[src/rtl/fetch_sequencer.sv]
// Fetch-side sequencer: drives ProgramCounter load, instruction-memory
// requests, IF/ID valid/flush, and counts accepted fetches.
module fetch_sequencer #(
   parameter logic [31:0] RESET_VECTOR = 32'h0000_0000,
   parameter int unsigned CNT_W        = 16
) (
   input  logic             clk,
   input  logic             reset,
   input  logic [31:0]      pc_out,
   input  logic             stall,
   input  logic             redirect_valid,
   input  logic [31:0]      redirect_pc,
   input  logic             imem_ready,
   output logic             imem_req,
   output logic [31:0]      imem_addr,
   output logic [31:0]      next_pc,
   output logic             PCWrite,
   output logic             if_valid,
   output logic             if_flush,
   output logic [CNT_W-1:0] fetch_count
);

   typedef enum logic [1:0] {
      ST_BOOT  = 2'd0,
      ST_FETCH = 2'd1,
      ST_DRAIN = 2'd2
   } state_t;

   state_t            state_q, state_d;
   logic [CNT_W-1:0]  fetch_count_q, fetch_count_d;
   logic [31:0]       redirect_tgt;

   // Redirect targets are always word aligned.
   assign redirect_tgt = {redirect_pc[31:2], 2'b00};
   assign imem_addr    = pc_out;
   assign fetch_count  = fetch_count_q;

   // State and accepted-fetch counter registers.
   always_ff @(posedge clk or negedge reset) begin
      if (!reset) begin
         state_q       <= ST_BOOT;
         fetch_count_q <= '0;
      end else begin
         state_q       <= state_d;
         fetch_count_q <= fetch_count_d;
      end
   end

   // Next-state and Mealy outputs; reset overrides outputs asynchronously.
   always_comb begin
      state_d       = state_q;
      fetch_count_d = fetch_count_q;
      imem_req      = 1'b0;
      PCWrite       = 1'b0;
      next_pc       = pc_out;
      if_valid      = 1'b0;
      if_flush      = 1'b0;

      case (state_q)
         ST_BOOT: begin
            PCWrite = 1'b1;
            next_pc = RESET_VECTOR;
            state_d = ST_FETCH;
         end
         ST_FETCH: begin
            imem_req = 1'b1;
            if (redirect_valid) begin
               // In-flight request is abandoned; its data is dropped in DRAIN.
               PCWrite  = 1'b1;
               next_pc  = redirect_tgt;
               if_flush = 1'b1;
               state_d  = ST_DRAIN;
            end else if (imem_ready && !stall) begin
               PCWrite       = 1'b1;
               next_pc       = pc_out + 32'd4;
               if_valid      = 1'b1;
               fetch_count_d = fetch_count_q + CNT_W'(1);
            end
         end
         ST_DRAIN: begin
            if (redirect_valid) begin
               PCWrite  = 1'b1;
               next_pc  = redirect_tgt;
               if_flush = 1'b1;
            end else begin
               state_d = ST_FETCH;
            end
         end
         default: begin
            state_d = ST_BOOT;
         end
      endcase

      if (!reset) begin
         imem_req = 1'b0;
         PCWrite  = 1'b0;
         next_pc  = RESET_VECTOR;
         if_valid = 1'b0;
         if_flush = 1'b0;
      end
   end

endmodule

[config.mk]
export PLATFORM = sky130hd
export DESIGN_NAME = fetch_sequencer
export DESIGN_NICKNAME = d
export VERILOG_FILES = /design/src/rtl/fetch_sequencer.sv
export SDC_FILE = /design/constraint.sdc
export NUM_CORES = 1
export LEC_CHECK = 0
export CAP_MARGIN = 20
export CORE_MARGIN = 2
export CORE_UTILIZATION = 27
export CTS_BUF_LIST = sky130_fd_sc_hd__clkbuf_4 sky130_fd_sc_hd__clkbuf_8 sky130_fd_sc_hd__clkbuf_16
export DETAILED_ROUTE_END_ITERATION = 8
export DONT_BUFFER_PORTS = 1
export PLACE_DENSITY_LB_ADDON = 0.3
export RECOVER_POWER = 50
export SLEW_MARGIN = 20
export SYNTH_ARGS = -nofsm -noshare
export SYNTH_HDL_FRONTEND = slang
export SYNTH_SLANG_ARGS = --single-unit
[constraint.sdc]
create_clock -name clk -period 3.3 [get_ports clk]
set_clock_uncertainty 0.15 [all_clocks]
set_input_delay 0.66 -clock clk [delete_from_list [all_inputs] [get_ports clk]]
set_output_delay 0.66 -clock clk [all_outputs]
set_load 0.01 [all_outputs]
==> impl_metrics.sql <==
INSERT INTO impl_metrics (metric_group, metric, value, unit) VALUES
('place', 'placement.cell_area', '0.00301', 'sq mm'),
('floorplanning', 'floorplan.die.height', '108', 'um'),
('clock_tree', 'max-clock-path-buffers', '2', ''),
('global_route', 'met1_usage', '21.9', '%'),
('global_route', 'overflow', '0', ''),
('layout', 'flow.area_growth_from_synthesis', '5.09', '%'),
('global_route', 'gr-usage-all-layers', '17.9', '%'),
('floorplanning', 'io-pin-count', '153', ''),
('synth', 'synth_cell_types', '67', ''),
('synth', 'synth_area_leader_cell', 'sky130_fd_sc_hd__dfrtp_1', ''),
('synth', 'netlist_instances', '418', ''),
('synth', 'synth_area_per_cell', '7.00', 'sq um'),
('pwr', 'power_density', '508', 'mW/mm^2'),
('global_route', 'global_route.usage.met2', '31.3', '%'),
('floorplanning', 'std_cell_rows', '37', ''),
('status', 'status', 'completed', ''),
('timing', 'post-route-period-util', '95.6', '%'),
('synth', 'synth-main-ff-cell', 'sky130_fd_sc_hd__dfrtp_1', ''),
('timing', 'finalSetupViolCount', '0', ''),
('synth', 'synthesis.yosys.warnings', '0', ''),
('clock_tree', 'tritoncts.num_buffers', '3', ''),
('floorplanning', 'design.die.area', '0.0117', 'sq mm'),
('timing', 'timing_worst_slew_pin_value', '0.807', 'ns'),
('layout', 'layout.core_utilization', '29.5', '%'),
('timing', 'timing.fmax', '317', 'MHz'),
('layout', 'drive_above_1_share', '13.3', '%'),
('routing', 'initialDrtViolationCount', '338', ''),
('layout', 'seqCellArea', '450', 'sq um'),
('layout', 'insertedDiodeCount', '0', ''),
('critical_path', 'largest_fanout_of_any_net_on_the_critical_path', '9', ''),
('synth', 'synth_seq_cells', '18', ''),
('pwr', 'max-vdd-ir-drop', '0.255', 'mV'),
('global_route', 'grt_use_met3', '4.52', '%'),
('timing', 'slew_violations', '0', ''),
('layout', 'final_common_cell', 'sky130_fd_sc_hd__nor2_1', ''),
('critical_path', 'end_kind', 'output pin', ''),
('clock_tree', 'cts.sinks', '18', ''),
('place', 'detailed_placement_wirelength_estimate', '8200', 'um'),
('layout', 'layout_common_cells', '39 x sky130_fd_sc_hd__nor2_1, 34 x sky130_fd_sc_hd__buf_4, 33 x sky130_fd_sc_hd__nand2_1', ''),
('layout', 'fin_nets', '474', ''),
('timing', 'hold_viol_final', '0', ''),
('floorplanning', 'placeableCoreArea', '0.0104', 'sq mm'),
('timing', 'fin_tns_setup', '0', 'ns'),
('global_route', 'most_used_layer_global_route', 'met2', ''),
('critical_path', 'critical_path.startpoint_type', 'input pin', ''),
('job', 'cap_viol_max_count', '0', ''),
('global_route', 'grt_start_max_net_pins', '47', ''),
('place', 'place.gp.congestion', '0.880', ''),
('clock_tree', 'cts_tree', 'built', ''),
('synth', 'yosys-top-cells-area', 'sky130_fd_sc_hd__dfrtp_1 15%, sky130_fd_sc_hd__buf_4 8.2%, sky130_fd_sc_hd__nor2_1 5.0%', ''),
('global_route', 'grt_pass1_wl', '16600', 'um'),
('clock_tree', 'cts.clk_slew.worst_paths', '0.06', 'ns'),
('place', 'port-buffer-count', '0', ''),
('layout', 'multi_input_comb_area', '0.00205', 'sq mm'),
('clock_tree', 'library_cell_used_as_clock_root_buffer', 'sky130_fd_sc_hd__clkbuf_8', ''),
('routing', 'routed_wl', '10900', 'um'),
('critical_path', 'timing_worst_setup_path_type', 'input pin to output pin', ''),
('routing', 'routed_wire_length_per_instance', '20.4', 'um'),
('floorplanning', 'fp.dieW', '108', 'um'),
('global_route', 'number_of_global_route_vias_before_repair', '3104', ''),
('routing', 'route.antenna.remaining_nets', '0', ''),
('synth', 'synth_sequential_area_ratio', '15.4', '%'),
('pwr', 'static_leak', '1.22', 'nW'),
('layout', 'final_design_area_no_fill', '0.00307', 'sq mm'),
('synth', 'synth-edff-count', '0', ''),
('min_path', 'worst_hold_path_type', 'flop to flop', ''),
('timing', 'min_period', '3.16', 'ns'),
('routing', 'drt_pre_antenna_iters', '5', ''),
('synth', 'combined_area_of_all_synthesized_cells', '0.00292', 'sq mm'),
('layout', 'final.fill_count', '1131', ''),
('critical_path', 'worstPathRequired', '2.49', 'ns');
==> registers in the layout (all words and copies together) (netlist names) <==
name         cells
state_q          2
fetch_count     16
==> metal layers <==
| layer | vias to the layer above | part of all wire, % | wire [um] |
|---|---|---|---|
| li1 | 1501 | - | - |
| met1 | 1572 | 41 | 4430 |
| met2 | 187 | 48 | 5210 |
| met3 | 14 | 10 | 1130 |
| met4 | 0 | 1.2 | 136 |
| met5 | - | 0 | 0 |
==> metrics by stage <==
stage	worst slack, ns	hold WS, ns	power (mW)
final	0.145	0.395	1.56
after global routing	0.0126	0.400	1.71
after CTS	0.104	0.392	1.57
after detailed placement	0.175	0.216	1.38
after global placement	0.163	0.216	1.37
after floorplan	0.157	0.214	1.09
==> worst paths after layout <==
path / from / end / slack (ns) / depth (start not counted)
hold / removal: fetch_count[15] / fetch_count[15] / 0.39 / 1
min in group asynchronous: reset / fetch_count[3] / 0.79 / 1
setup reg to reg: state_q[1] / fetch_count[15] / 0.60 / 9
hold reg to reg: fetch_count[15] / fetch_count[15] / 0.39 / 1
setup / recovery: pc_out[9] / next_pc[25] / 0.14 / 6
max in group asynchronous: reset / fetch_count[8] / 1.70 / 1
==> logic make-up (layout without fill, tap and decap cells) <==
| family | count (synthesis) | count (layout) | synth area share [%] |
|---|---|---|---|
| compound gates | 132 | 132 | 31.3 |
| xor+xnor | 17 | 17 | 5.09 |
| fa+ha+maj | 6 | 6 | 2.57 |
| buf+inv | 80 | 60 | 14.5 |
| flops | 18 | 18 | 15.4 |
| mux | 6 | 6 | 2.14 |
| simple gates | 159 | 159 | 29.0 |
==> worst max-delay path: stages <==
cell,delay [ns]
sky130_fd_sc_hd__nand4_4,0.12
sky130_fd_sc_hd__or4_1,0.62
sky130_fd_sc_hd__nor4_1,0.27
sky130_fd_sc_hd__o21ai_1,0.10
sky130_fd_sc_hd__a221oi_1,0.39
sky130_fd_sc_hd__buf_4,0.19
==> report_power, final <==
group	internal [mW]	switching (mW)	total, mW
sequential	0.251	0.0508	0.302
combinational	0.428	0.655	1.08
clock	0.106	0.0700	0.176
total	0.785	0.776	1.56
==> cell usage after synthesis, types with 2 or more instances <==
master and count:
sky130_fd_sc_hd__a311oi_1 3, sky130_fd_sc_hd__nor3_1 8, sky130_fd_sc_hd__and4_1 3, sky130_fd_sc_hd__dfrtp_1 18, sky130_fd_sc_hd__mux2_2 2, sky130_fd_sc_hd__o221a_2 3, sky130_fd_sc_hd__buf_1 2, sky130_fd_sc_hd__nand4b_1 3
sky130_fd_sc_hd__nor4_2 2, sky130_fd_sc_hd__a222oi_1 2, sky130_fd_sc_hd__xnor2_1 6, sky130_fd_sc_hd__ha_1 6, sky130_fd_sc_hd__buf_4 32, sky130_fd_sc_hd__a221oi_1 5, sky130_fd_sc_hd__buf_2 2, sky130_fd_sc_hd__mux2i_1 4
sky130_fd_sc_hd__nor2b_1 4, sky130_fd_sc_hd__nand4_1 15, sky130_fd_sc_hd__nor4_1 6, sky130_fd_sc_hd__a22o_1 3, sky130_fd_sc_hd__o21a_1 8, sky130_fd_sc_hd__a32oi_1 3, sky130_fd_sc_hd__or2_2 2, sky130_fd_sc_hd__and3_1 14
sky130_fd_sc_hd__and2_1 4, sky130_fd_sc_hd__nor2_1 39, sky130_fd_sc_hd__inv_1 19, sky130_fd_sc_hd__a211oi_1 5, sky130_fd_sc_hd__o21ai_1 2, sky130_fd_sc_hd__a21oi_1 24, sky130_fd_sc_hd__o31a_1 3, sky130_fd_sc_hd__clkbuf_1 23
sky130_fd_sc_hd__xor2_1 11, sky130_fd_sc_hd__or3_1 3, sky130_fd_sc_hd__o221ai_1 7, sky130_fd_sc_hd__o211ai_1 4, sky130_fd_sc_hd__nand3_1 14, sky130_fd_sc_hd__o22ai_1 7, sky130_fd_sc_hd__a31oi_1 7, sky130_fd_sc_hd__nand2_1 33
sky130_fd_sc_hd__o2111ai_1 2, sky130_fd_sc_hd__o21ai_0 25, sky130_fd_sc_hd__a22oi_1 6
==> cell type report <==
cell class	count	share of cell area, %
clock buffers	4	1.79
well taps	136	5.54
inverters	21	2.57
flip-flops and latches	18	14.7
repair buffers	35	8.63
multi-input cells	320	66.8
==> repair_timing <==
item,CTS,global route
setup buffers,0,0
resized for setup,0,1
hold buffers,1,0
endpoints found under the hold margin,18,0
endpoints found under the setup margin,0,3
Power figures use the tool's default switching activity.
